## src/rtl/code_stream_decoder.sv

```systemverilog
// code_stream_decoder: receives 3-bit codes over a valid/ready handshake and
// buffers them in a FIFO. Each code is replayed in arrival order as a
// fixed-width one-hot pulse, followed by an optional all-zero gap.
// Optional feature: define CODE_STREAM_DECODER_PARITY_EN to add in_par/par_err.
// Codes that arrive with bad odd parity are accepted but not stored.
module code_stream_decoder #(
  parameter int unsigned DEPTH     = 4,
  parameter int unsigned PULSE_LEN = 2,
  parameter int unsigned GAP_LEN   = 1
) (
  input  logic                     clk,
  input  logic                     rst_n,
  input  logic                     in_valid,
  input  logic [2:0]               in_code,
`ifdef CODE_STREAM_DECODER_PARITY_EN
  input  logic                     in_par,
  output logic                     par_err,
`endif
  output logic                     in_ready,
  output logic [7:0]               out_onehot,
  output logic                     busy,
  output logic [$clog2(DEPTH):0]   count
);

  localparam int unsigned AW     = $clog2(DEPTH);
  localparam int unsigned CW     = AW + 1;
  localparam int unsigned MAXLEN = (PULSE_LEN > GAP_LEN) ? PULSE_LEN : GAP_LEN;
  localparam int unsigned TW     = $clog2(MAXLEN) + 1;
  localparam bit          HAS_GAP = (GAP_LEN > 0);
  localparam logic [TW-1:0] PULSE_LOAD = TW'(PULSE_LEN - 1);
  localparam logic [TW-1:0] GAP_LOAD   = HAS_GAP ? TW'(GAP_LEN - 1) : '0;
  localparam logic [CW-1:0] FULL       = CW'(DEPTH);

  typedef enum logic [1:0] {
    S_IDLE,
    S_PULSE,
    S_GAP
  } state_t;

  state_t          state_q;
  logic [TW-1:0]   tmr_q;
  logic [7:0]      onehot_q;
  logic [2:0]      mem_q [DEPTH];
  logic [AW-1:0]   wr_ptr_q;
  logic [AW-1:0]   rd_ptr_q;
  logic [CW-1:0]   count_q;
  logic [CW-1:0]   count_d;
  logic            accept;
  logic            par_ok;
  logic            push;
  logic            pop;
  logic            not_empty;
  logic [2:0]      head;

`ifdef CODE_STREAM_DECODER_PARITY_EN
  logic par_err_q;

  assign par_ok  = ^{in_par, in_code};
  assign par_err = par_err_q;

  // Flag a rejected (bad parity) handshake for one cycle
  always_ff @(posedge clk or negedge rst_n) begin
    if (!rst_n) begin
      par_err_q <= 1'b0;
    end else begin
      par_err_q <= accept && !par_ok;
    end
  end
`else
  assign par_ok = 1'b1;
`endif

  assign in_ready  = rst_n && (count_q != FULL);
  assign accept    = in_valid && in_ready;
  assign push      = accept && par_ok;
  assign not_empty = (count_q != '0);
  assign head      = mem_q[rd_ptr_q];

  assign out_onehot = onehot_q;
  assign busy       = (state_q != S_IDLE);
  assign count      = count_q;

  // Decide whether the FSM consumes the head entry on this edge
  always_comb begin
    pop = 1'b0;
    case (state_q)
      S_IDLE:  pop = not_empty;
      S_PULSE: pop = (tmr_q == '0) && !HAS_GAP && not_empty;
      S_GAP:   pop = (tmr_q == '0) && not_empty;
      default: pop = 1'b0;
    endcase
  end

  // Occupancy next-state: +1 push, -1 pop, unchanged for both or neither
  always_comb begin
    count_d = count_q;
    case ({push, pop})
      2'b10:   count_d = count_q + CW'(1);
      2'b01:   count_d = count_q - CW'(1);
      default: count_d = count_q;
    endcase
  end

  // FIFO storage; contents need no reset since occupancy gates every read
  always_ff @(posedge clk) begin
    if (push) begin
      mem_q[wr_ptr_q] <= in_code;
    end
  end

  // FIFO pointers and occupancy; pointers wrap naturally at power-of-2 depth
  always_ff @(posedge clk or negedge rst_n) begin
    if (!rst_n) begin
      wr_ptr_q <= '0;
      rd_ptr_q <= '0;
      count_q  <= '0;
    end else begin
      if (push) begin
        wr_ptr_q <= wr_ptr_q + AW'(1);
      end
      if (pop) begin
        rd_ptr_q <= rd_ptr_q + AW'(1);
      end
      count_q <= count_d;
    end
  end

  // Pulse/gap sequencer with registered one-hot output
  always_ff @(posedge clk or negedge rst_n) begin
    if (!rst_n) begin
      state_q  <= S_IDLE;
      tmr_q    <= '0;
      onehot_q <= '0;
    end else begin
      case (state_q)
        S_IDLE: begin
          if (pop) begin
            state_q  <= S_PULSE;
            onehot_q <= 8'h01 << head;
            tmr_q    <= PULSE_LOAD;
          end
        end
        S_PULSE: begin
          if (tmr_q != '0) begin
            tmr_q <= tmr_q - TW'(1);
          end else if (HAS_GAP) begin
            state_q  <= S_GAP;
            onehot_q <= '0;
            tmr_q    <= GAP_LOAD;
          end else if (pop) begin
            onehot_q <= 8'h01 << head;
            tmr_q    <= PULSE_LOAD;
          end else begin
            state_q  <= S_IDLE;
            onehot_q <= '0;
          end
        end
        S_GAP: begin
          if (tmr_q != '0) begin
            tmr_q <= tmr_q - TW'(1);
          end else if (pop) begin
            state_q  <= S_PULSE;
            onehot_q <= 8'h01 << head;
            tmr_q    <= PULSE_LOAD;
          end else begin
            state_q <= S_IDLE;
          end
        end
        default: begin
          state_q  <= S_IDLE;
          onehot_q <= '0;
        end
      endcase
    end
  end

endmodule

```

## config.mk

```make
export PLATFORM = sky130hd
export DESIGN_NAME = code_stream_decoder
export DESIGN_NICKNAME = d
export VERILOG_FILES = /design/src/rtl/code_stream_decoder.sv
export SDC_FILE = /design/constraint.sdc
export NUM_CORES = 1
export LEC_CHECK = 0
export CORE_UTILIZATION = 54
export CTS_CLUSTER_SIZE = 40
export DETAILED_ROUTE_END_ITERATION = 12
export GPL_TIMING_DRIVEN = 0
export PLACE_DENSITY = 0.78
export SLEW_MARGIN = 20
export SYNTH_ARGS = -nofsm -noshare
export SYNTH_HDL_FRONTEND = slang
export SYNTH_SLANG_ARGS = --single-unit
export TNS_END_PERCENT = 1
```

## constraint.sdc

```tcl
create_clock -name clk -period 2.8 [get_ports clk]
set_input_delay 0.7 -clock clk [delete_from_list [all_inputs] [get_ports clk]]
set_output_delay 0.7 -clock clk [all_outputs]
set_load 0.1 [all_outputs]
```

==> impl_metrics.yaml <==
worst_setup_path:
  cp-end-kind: "output pin"
  slowest_stage: "clkdlybuf4s50_1"
  critPathLaunchType: "flop"
  crit_type: "flop to output pin"
  path_max_fanout: 5
  cp_data_arrival_time_ps: 1920
  critical_path_buf_inv_count: 1
  cp_data_required_time_ps: 2100
  cpLargestDelayFamily: "buffers and inverters"
  cpPeakStageDelay_ps: 1160
  crit_chain: "clkdlybuf4s50_1"
hold_path:
  hold_path_class: "input port to async pin"
die:
  core_area_mm2: 0.00257
  start_util_pct: 58.9
  rows: 18
  dieArea_mm2: 0.00302
  dieHeight_um: 54.9
  io-pin-count: 19
  fp.dieW_um: 54.9
synth:
  synth_cell_types: 34
  synth_area_leaders: "dfrtp_1 (31%), edfxtp_1 (24%), ha_1 (8.3%)"
  async_flop_share_pct: 61.3
  netlist_area_mm2: 0.00151
  synth_flop_cell: "dfrtp_1"
  ys_seq_area_share_pct: 55.3
  synth.avg_cell_area_um2: 13.5
  synth_top_cell_by_area: "dfrtp_1"
  yosysMostFrequentCell: "dfrtp_1"
  ys_warn_count: 0
  ys_top_cells_by_count: "dfrtp_1 (19), edfxtp_1 (12), inv_1 (12)"
  netlist_instances: 112
  ys_ff_latch: 31
  synth_top_area_share_pct: 31.4
  synth_edf_count: 12
  synth_nets: 129
sta:
  fin_crit_ps: 2620
  worst_slew_pin_slew_ps: 982
  hold_viol_final: 0
  slew_headroom_pct: 34.3
  setup_viol: 0
  fin_crit_sh_pct: 93.6
  max_freq_mhz: 381
  fin_skew_ps: 5.17
  final_max_slew_viol_count: 0
  rsz0062_at_grt: "no"
clocking:
  path_clk_slew_ps: 90
  htree_num_levels: 2
  numCtsBuffers: 5
  cts_sinks: 31
  cts.root.buffer_cell: "clkbuf_4"
  ctsHoldBuffers: 0
  cts_tree: "built"
  clock_path_buffers: 2
  clk-insertion-delay-late_ps: 330
place:
  globalplace.congestion: 0.863
  port_buffers: 18
  hpwlAfterDp_um: 1910
  numPlacedInstances: 160
final_layout:
  nets: 154
  area_delta_synth_final_pct: 18.5
  drive_gt1_share_pct: 21.0
  antenna_cells: 0
  finalNonFillerCells: 168
global_routing:
  grt_pass1_vias: 926
  grt_max_degree: 21
  grtUsageTotal_pct: 21.5
  grt_pass1_wl_um: 4220
  overflow: 0
  antenna_found_initial: 0
run_status:
  status: "finished clean"
drt:
  avgRoutedWirePerCell_um: 15.1
  drc: 0
  drtIter0Drc: 19
  firstDrtPassIters: 4
  ant_nets: 0
  vias_per_cell: 5.49
  via_count: 922
  routed_wl_um: 2530
run:
  maxCapViolations: 0
placed cells by master (no fill, tap or decap), types with 2 or more instances in the layout:
master and count:
dfrtp_1 16, clkdlybuf4s50_1 15, inv_1 12, edfxtp_1 12
ha_1 10, nor2_1 6, clkbuf_4 6, nand2_1 5
and3_1 4, o2bb2ai_1 4, a32o_2 4, mux4_2 3
xnor2_1 3, xor2_1 3, mux2_2 3, a21oi_1 2
o21ai_0 2, clkinv_1 2, dfrtp_2 2
flip-flops by register name, summed over array words and instances (netlist names):
register    flops
mem_q          12
out_onehot      8
count           3
rd_ptr_q        2
state_q         2
tmr_q           2
wr_ptr_q        2
logic make-up after synthesis:
family / share of synthesized area (%)
muxes: 7.36
xor gates and xnor gates: 3.47
and+or+nand+nor: 9.51
DFF: 55.3
adders and majority gates: 9.59
AOI/OAI and AO/OA: 11.5
buffers and inverters: 3.31
what timing repair did:
item	in CTS	in global routing
buffers inserted	0	0
pin swaps	0	0
endpoints found under the setup margin	5	2
gates resized for setup	10	3
final timing paths:
kind | startpoint | end | slack [ps] | depth (start not counted)
setup / recovery | count[2]$_DFFE_PN0P_ | count[2] | 180 | 1
hold / removal | rst_n | wr_ptr_q[1]$_DFFE_PN0P_ | 410 | 1
setup reg to reg | state_q[0]$_DFFE_PN0P_ | count[2]$_DFFE_PN0P_ | 300 | 10
hold reg to reg | out_onehot[7]$_DFFE_PN0P_ | out_onehot[7]$_DFFE_PN0P_ | 500 | 1
max in group asynchronous | rst_n | count[1]$_DFFE_PN0P_ | 2040 | 1
min in group clk | out_onehot[7]$_DFFE_PN0P_ | out_onehot[7]$_DFFE_PN0P_ | 500 | 1
layout make-up:
cell class	instances	area, µm²
buffer	1	5.00
clock buffer	6	41.3
clock inverter	2	7.51
fill	216	774
inverter	12	45.0
multi-input combinational	68	642
sequential	31	842
tap	30	37.5
timing repair buffer	18	173
per-layer routing:
layer / GRT usage (%) / vias to the layer above / routed length [µm]
met3: 6.28 / 7 / 131
met2: 35.5 / 22 / 1210
met4: 13.8 / 0 / 50
li1: - / 455 / -
met5: 0 / - / 0
met1: 24.1 / 438 / 1140
per-stage QoR:
step	hold slack [ps]	area [µm²]	setup TNS, ps	util, %	setup WS (ps)
2_1_floorplan	404	1530	0	-	5.37
4_1_cts	420	1800	0	70.0	5.85
3_3_place_gp	473	1750	-2830	68.2	-1270
6_report	408	1790	0	69.8	179
3_5_place_dp	474	1750	-3120	68.2	-1290
5_1_grt	433	1790	0	69.8	36.2
Power is left out: the tool's default activity adds up to more than one toggle a clock period on the data nets, which glitch-free logic cannot reach.
